### src/rtl/uart_pkg.sv
// Shared UART definitions: receiver FSM states, baud_set codes and the 16x divisor helper.
// The PARITY state exists only when UART_RX_PARITY_EN is defined.
package uart_pkg;

    localparam logic [2:0] BAUD_9600   = 3'd0;
    localparam logic [2:0] BAUD_19200  = 3'd1;
    localparam logic [2:0] BAUD_38400  = 3'd2;
    localparam logic [2:0] BAUD_57600  = 3'd3;
    localparam logic [2:0] BAUD_115200 = 3'd4;

    typedef enum logic [2:0] {
        IDLE,
        START,
        DATA,
`ifdef UART_RX_PARITY_EN
        PARITY,
`endif
        STOP
    } rx_state_e;

    function automatic int unsigned baud_rate(input logic [2:0] code);
        case (code)
            BAUD_19200:  return 19200;
            BAUD_38400:  return 38400;
            BAUD_57600:  return 57600;
            BAUD_115200: return 115200;
            default:     return 9600;
        endcase
    endfunction

    // Clock cycles per oversample tick, truncated.
    function automatic int unsigned baud_div(input int unsigned clk_freq, input int unsigned baud);
        return clk_freq / (baud * 16);
    endfunction

endpackage

### src/rtl/uart_baud_tick.sv
// 16x oversample tick generator: selects the divisor from a baud code and pulses tick
// every DIV cycles; clear realigns the phase to a detected start edge.
module uart_baud_tick
    import uart_pkg::*;
#(
    parameter int unsigned CLK_FREQ = 50_000_000
) (
    input  logic       clk,
    input  logic       rst,
    input  logic       clear,
    input  logic [2:0] baud_set,
    output logic       tick
);

    localparam int unsigned MAX_DIV = baud_div(CLK_FREQ, 9600);
    localparam int          CNT_W   = (MAX_DIV > 1) ? $clog2(MAX_DIV) : 1;

    localparam logic [CNT_W-1:0] DIV_M1_9600   = CNT_W'(baud_div(CLK_FREQ, 9600) - 1);
    localparam logic [CNT_W-1:0] DIV_M1_19200  = CNT_W'(baud_div(CLK_FREQ, 19200) - 1);
    localparam logic [CNT_W-1:0] DIV_M1_38400  = CNT_W'(baud_div(CLK_FREQ, 38400) - 1);
    localparam logic [CNT_W-1:0] DIV_M1_57600  = CNT_W'(baud_div(CLK_FREQ, 57600) - 1);
    localparam logic [CNT_W-1:0] DIV_M1_115200 = CNT_W'(baud_div(CLK_FREQ, 115200) - 1);

    logic [CNT_W-1:0] cnt;
    logic [CNT_W-1:0] div_m1;

    always_comb begin
        div_m1 = DIV_M1_9600;
        case (baud_set)
            BAUD_19200:  div_m1 = DIV_M1_19200;
            BAUD_38400:  div_m1 = DIV_M1_38400;
            BAUD_57600:  div_m1 = DIV_M1_57600;
            BAUD_115200: div_m1 = DIV_M1_115200;
            default:     div_m1 = DIV_M1_9600;
        endcase
    end

    // >= rather than == so a count left above a smaller divisor still wraps at once.
    assign tick = (cnt >= div_m1);

    always_ff @(posedge clk) begin
        if (rst || clear) begin
            cnt <= '0;
        end else if (tick) begin
            cnt <= '0;
        end else begin
            cnt <= cnt + 1'b1;
        end
    end

endmodule

### src/rtl/uart_byte_rx.sv
// UART byte receiver, 8 data bits LSB first, 16x oversampling with 7-sample majority vote.
// Define UART_RX_PARITY_EN to receive and check one even-parity bit after the data.
module uart_byte_rx
    import uart_pkg::*;
#(
    parameter int unsigned CLK_FREQ = 50_000_000
) (
    input  logic       Clk,
    input  logic       Rst,
    input  logic       Rs232_Rx,
    input  logic [2:0] baud_set,
    output logic [7:0] data_byte,
    output logic       Rx_Done,
    output logic       frame_err,
    output logic       parity_err,
    output logic       uart_state,
    output rx_state_e  fsm_state
);

    rx_state_e  state, state_nxt;
    logic       sync1, sync2, hist;
    logic [2:0] baud_lat;
    logic       tick;
    logic [3:0] tick_idx;
    logic [2:0] ones;
    logic [2:0] ones_total;
    logic [2:0] bit_idx;
    logic [7:0] shift;
    logic       rx_done;

    logic start_edge, accept, sample_win, decide, bit_end, majority;

    assign start_edge = !sync2 && hist;
    assign accept     = start_edge && (state == IDLE);
    assign sample_win = tick && (tick_idx >= 4'd5) && (tick_idx <= 4'd11);
    assign decide     = tick && (tick_idx == 4'd11);
    assign bit_end    = tick && (tick_idx == 4'd15);
    // Count including the current sample so the decision can be made on tick 11 itself.
    assign ones_total = ones + {2'b00, sync2};
    assign majority   = (ones_total >= 3'd4);

    uart_baud_tick #(.CLK_FREQ(CLK_FREQ)) u_tick (
        .clk      (Clk),
        .rst      (Rst),
        .clear    (accept),
        .baud_set (baud_lat),
        .tick     (tick)
    );

    always_ff @(posedge Clk) begin
        if (Rst) begin
            state <= IDLE;
        end else begin
            state <= state_nxt;
        end
    end

    always_comb begin
        state_nxt = state;
        case (state)
            IDLE:   if (accept) state_nxt = START;
            START: begin
                if (decide && majority) begin
                    state_nxt = IDLE;
                end else if (bit_end) begin
                    state_nxt = DATA;
                end
            end
            DATA: begin
                if (bit_end && (bit_idx == 3'd7)) begin
`ifdef UART_RX_PARITY_EN
                    state_nxt = PARITY;
`else
                    state_nxt = STOP;
`endif
                end
            end
`ifdef UART_RX_PARITY_EN
            PARITY: if (bit_end) state_nxt = STOP;
`endif
            STOP:   if (decide) state_nxt = IDLE;
            default: state_nxt = IDLE;
        endcase
    end

`ifdef UART_RX_PARITY_EN
    logic par_bit;
    logic parity_err_q;
`endif

    always_ff @(posedge Clk) begin
        if (Rst) begin
            sync1     <= 1'b1;
            sync2     <= 1'b1;
            hist      <= 1'b1;
            baud_lat  <= BAUD_9600;
            tick_idx  <= 4'd0;
            ones      <= 3'd0;
            bit_idx   <= 3'd0;
            shift     <= 8'h00;
            data_byte <= 8'h00;
            rx_done   <= 1'b0;
            frame_err <= 1'b0;
`ifdef UART_RX_PARITY_EN
            par_bit      <= 1'b0;
            parity_err_q <= 1'b0;
`endif
        end else begin
            sync1   <= Rs232_Rx;
            sync2   <= sync1;
            hist    <= sync2;
            rx_done <= 1'b0;
            if (accept) begin
                baud_lat <= baud_set;
                tick_idx <= 4'd0;
                ones     <= 3'd0;
                bit_idx  <= 3'd0;
            end else if (tick && (state != IDLE)) begin
                tick_idx <= tick_idx + 4'd1;
                if (tick_idx == 4'd15) begin
                    ones <= 3'd0;
                end else if (sample_win) begin
                    ones <= ones_total;
                end
                if (bit_end && (state == DATA)) begin
                    bit_idx <= bit_idx + 3'd1;
                end
                if (decide) begin
                    case (state)
                        DATA: shift <= {majority, shift[7:1]};
`ifdef UART_RX_PARITY_EN
                        PARITY: par_bit <= majority;
`endif
                        STOP: begin
                            data_byte <= shift;
                            frame_err <= !majority;
                            rx_done   <= 1'b1;
`ifdef UART_RX_PARITY_EN
                            parity_err_q <= ^{shift, par_bit};
`endif
                        end
                        default: ;
                    endcase
                end
            end
        end
    end

`ifdef UART_RX_PARITY_EN
    assign parity_err = parity_err_q;
`else
    assign parity_err = 1'b0;
`endif

    assign Rx_Done    = rx_done;
    assign uart_state = (state != IDLE) || rx_done;
    assign fsm_state  = state;

endmodule

### config.mk
export PLATFORM = sky130hd
export DESIGN_NAME = uart_byte_rx
export DESIGN_NICKNAME = d
export VERILOG_FILES = /design/src/rtl/uart_pkg.sv /design/src/rtl/uart_baud_tick.sv /design/src/rtl/uart_byte_rx.sv
export SDC_FILE = /design/constraint.sdc
export NUM_CORES = 1
export LEC_CHECK = 0
export ABC_AREA = 1
export CORE_ASPECT_RATIO = 0.9
export CORE_MARGIN = 2
export CORE_UTILIZATION = 45
export DETAILED_ROUTE_END_ITERATION = 10
export PLACE_DENSITY = 0.65
export SYNTH_ARGS = -nofsm -noshare
export SYNTH_HDL_FRONTEND = slang
export SYNTH_SLANG_ARGS = --single-unit
### constraint.sdc
create_clock -name Clk -period 5.64 [get_ports Clk]
set_input_delay 0.564 -clock Clk [delete_from_list [all_inputs] [get_ports Clk]]
set_output_delay 0.564 -clock Clk [all_outputs]
set_load 0.005 [all_outputs]
==> flow_summary.json <==
{
  "fin_skew_ns": 0.00410,
  "internal_power_mw": 0.490,
  "fin_cells": 378,
  "synth-xor-area-share_pct": 1.56,
  "yosys-mux-area-fraction_pct": 0,
  "timing.rr.end": "shift[0]",
  "worstPathRequired_ns": 5.79,
  "worstMarginPinSlew_ns": 0.830,
  "synthAdderAreaFrac_pct": 9.49,
  "rsz0062_at_grt": "false",
  "rrSetupSlack_ns": 3.07,
  "port_buffers": 18,
  "synth_top_area_share_pct": 40.2,
  "power_leakage_nw": 1.12,
  "fin_util_pct": 53.1,
  "syn_inst": 292,
  "antenna_found_initial": 0,
  "crit_cells": 16,
  "dieArea_um2": 5560,
  "worstPathMaxFanout": 18,
  "arrival_ns": 2.72,
  "dp_slack_ns": 3.10,
  "grt_util_met1_pct": 22.9,
  "areaGrowthSynthToFinish_pct": 14.6,
  "synth-seq-cells": 45,
  "detail-route-antenna-nets": 0,
  "vias": 1815,
  "clk_pin_slew_worst_paths_ns": 0.08,
  "fin_nets": 335,
  "outcome": "completed",
  "setup-tns-final_ns": 0,
  "grt.overflow.total": 0,
  "post-route-drc-count": 0,
  "cp_top_family": "simple AND/OR/NAND/NOR gates",
  "p_per_area_nw_per_um2": 268,
  "fmax_ghz": 0.389,
  "cts_buffers": 5,
  "dp.cells": 370,
  "yosys.area_share.simple_pct": 29.1,
  "startpoint": "baud_lat[2]",
  "synth.area.top_cells": "dfxtp_1 40%, nand2_1 9.5%, ha_1 9.5%, a21oi_1 7.6%, inv_1 6.5%",
  "endpoint_kind": "register",
  "detail_route.wl_per_cell_um": 11.1,
  "track_usage_pct": 17.1,
  "worstRegToRegCells": 16,
  "max_stage_delay_ns": 0.32,
  "mappedNetlistArea_um2": 2240,
  "finalHoldViolations": 0,
  "wl_um": 4190,
  "crit-reg2reg-launch": "baud_lat[2]",
  "grt_pass1_wl_um": 7570,
  "diodes": 0,
  "gp_congestion": 0.831,
  "initial_core_util_pct": 46.4,
  "crit_chain": "inv_1 > nor3_1 > a21oi_1 > nand2_1 > o21ai_0 > inv_1 > ha_1 > nand2_1 > nor2_1 > nand3_2 > nand3_4 > nand2_4 > nor2_8 > nand2_1 > nand2_1 > a21oi_1",
  "min_period_ns": 2.57,
  "synth-warning-count": 0,
  "grt_pass1_vias": 1760,
  "critPathKind": "reg -> reg",
  "synth_cell_types": 33,
  "met3_usage_pct": 3.83,
  "hp-class": "reg -> reg",
  "cts_resized": 0,
  "setup_viol": 0,
  "max_slew_margin_pct": 44.5,
  "worst_skew_pair.late_latency_ns": 0.29,
  "die_h_um": 70.9,
  "critPathSlowestCell": "dfxtp_1",
  "path_common_cell": "nand2_1",
  "rows": 24,
  "power_frac_seq_pct": 49.3,
  "swShare_pct": 28.8,
  "slew_viol_final": 0,
  "crit_end": "shift[0]",
  "coreArea_um2": 4830,
  "via_per_inst": 4.80,
  "h-tree-depth": 2,
  "grt_max_degree": 24,
  "drt-initial-drc-count": 64,
  "grt_use_met2_pct": 27.1,
  "holdBufCountCts": 0,
  "die_width_um": 78.4,
  "cts_buffer_depth": 2,
  "synth_compound_area_share_pct": 10.8,
  "dr.pass1.iters": 4,
  "peakVddDrop_mv": 0.176,
  "drive_gt1_share_pct": 9.58,
  "total_power_mw": 0.688,
  "pin_count": 21,
  "worst_slack_ns": 3.07,
  "ys_seq_area_share_pct": 40.2,
  "crit_buf_inv": 2,
  "synth_top_area_cell": "dfxtp_1",
  "syn_area_per_cell_um2": 7.67,
  "clkSinkCount": 45,
  "synth_top_family_by_area": "simple AND/OR/NAND/NOR gates",
  "p_sw_mw": 0.198,
  "pwr-share-clk_pct": 31.7,
  "cts_tree": "yes",
  "cts_setup_buffers": 0,
  "cap_violations": 0,
  "p_comb_share_pct": 19.0,
  "cp-start-kind": "register",
  "cts-root-buf": "clkbuf_8",
  "grt.busiest_layer": "met2",
  "period_share_pct": 45.6,
  "dp_hpwl_um": 3080
}
==> Yosys cell counts <==
master	instances
buf_4	2
nand2_1	57
conb_1	1
nand4_1	2
o21ai_0	7
xnor2_1	1
inv_1	39
and3_1	1
clkbuf_1	2
nand3_4	1
a21o_1	1
nor3_1	3
nor2_2	3
a21oi_1	34
nand2_2	4
nor2_8	1
or2_2	6
dfxtp_1	45
clkinv_1	1
nor2_1	20
nor3b_1	2
inv_2	1
a211oi_1	4
ha_1	17
nor2_4	1
nand3_2	1
nand2_4	2
buf_2	1
nand4_2	1
nand3_1	26
xor2_1	3
nor3_2	1
buf_6	1
==> kinds of logic after synthesis <==
group,Yosys count
AO/OA/AOI/OAI,46
other,1
AND/OR/NAND/NOR,132
buffers and inverters,47
XOR/XNOR,4
flip-flops,45
adder cells (fa/ha/maj),17
==> power by group through the flow <==
stage | registers (mW) | clock network, mW | logic [mW]
global route | 0.341 | 0.237 | 0.151
global placement | 0.347 | 0 | 0.128
floorplan | 0.345 | 0 | 0.0935
CTS | 0.339 | 0.227 | 0.132
detailed placement | 0.347 | 0 | 0.130
finish | 0.339 | 0.218 | 0.131
==> metrics by stage <==
stage               area [um^2]  hold WS, ns
CTS                        2570        0.426
finish                     2570        0.421
floorplan                  2240        0.389
global route               2570        0.439
detailed placement         2470        0.403
global placement           2470        0.394
==> worst register-to-register path, stage by stage, from the launching register on <==
cell and delay, ns:
dfxtp_1 0.32, inv_1 0.11, nor3_1 0.07, a21oi_1 0.18, nand2_1 0.12, o21ai_0 0.10
inv_1 0.06, ha_1 0.29, nand2_1 0.05, nor2_1 0.12, nand3_2 0.13, nand3_4 0.15
nand2_4 0.08, nor2_8 0.22, nand2_1 0.23, nand2_1 0.13, a21oi_1 0.06
==> layer usage <==
layer  vias up  part of all wire (%)  wire [um]
li1        982                     -          -
met1       807                    52       2200
met2        19                    43       1820
met3         7                   2.5        103
met4         0                   1.6         69
met5         -                     0          0
==> worst min path at each step <==
stage                        to  slack (ns)  startpoint  cells after the start
final                     sync2        0.42       sync1                      1
after global routing      sync2        0.44       sync1                      1
after CTS                 sync2        0.43       sync1                      1
after detailed placement  sync2        0.40       sync1                      1
after global placement    sync2        0.39       sync1                      1
after floorplan           sync2        0.39       sync1                      1
==> cell usage in the layout, fill, tap and decap left out, drive strengths merged <==
cell type and count:
inv 40, a211oi 4, nand4 3, nand2 63
dfxtp 45, clkdlybuf4s50 18, clkbuf 7, or2 6
o21ai 7, a21oi 34, ha 17, a21o 1
nor3b 2, nand3 28, conb 2, clkinv 2
xnor2 1, and3 1, nor3 4, xor2 3
nor2 25
==> cell type report <==
cell class | count | area (um^2)
flip-flops and latches | 45 | 901
multi-input cells | 201 | 1150
fillers | 467 | 2270
repair buffers | 18 | 180
well taps | 65 | 81.3
inverters | 41 | 154
clock inverters | 1 | 5.00
clock buffers | 7 | 96.3
==> registers in the layout, indices dropped and copies added (netlist names) <==
name        count
tick_idx        4
bit_idx         3
Rx_Done         1
fsm_state       2
shift           8
data_byte       8
hist            1
baud_lat        3
frame_err       1
ones            3
sync2           1
u_tick.cnt      9
sync1           1
(Power assumes the default switching activity.)
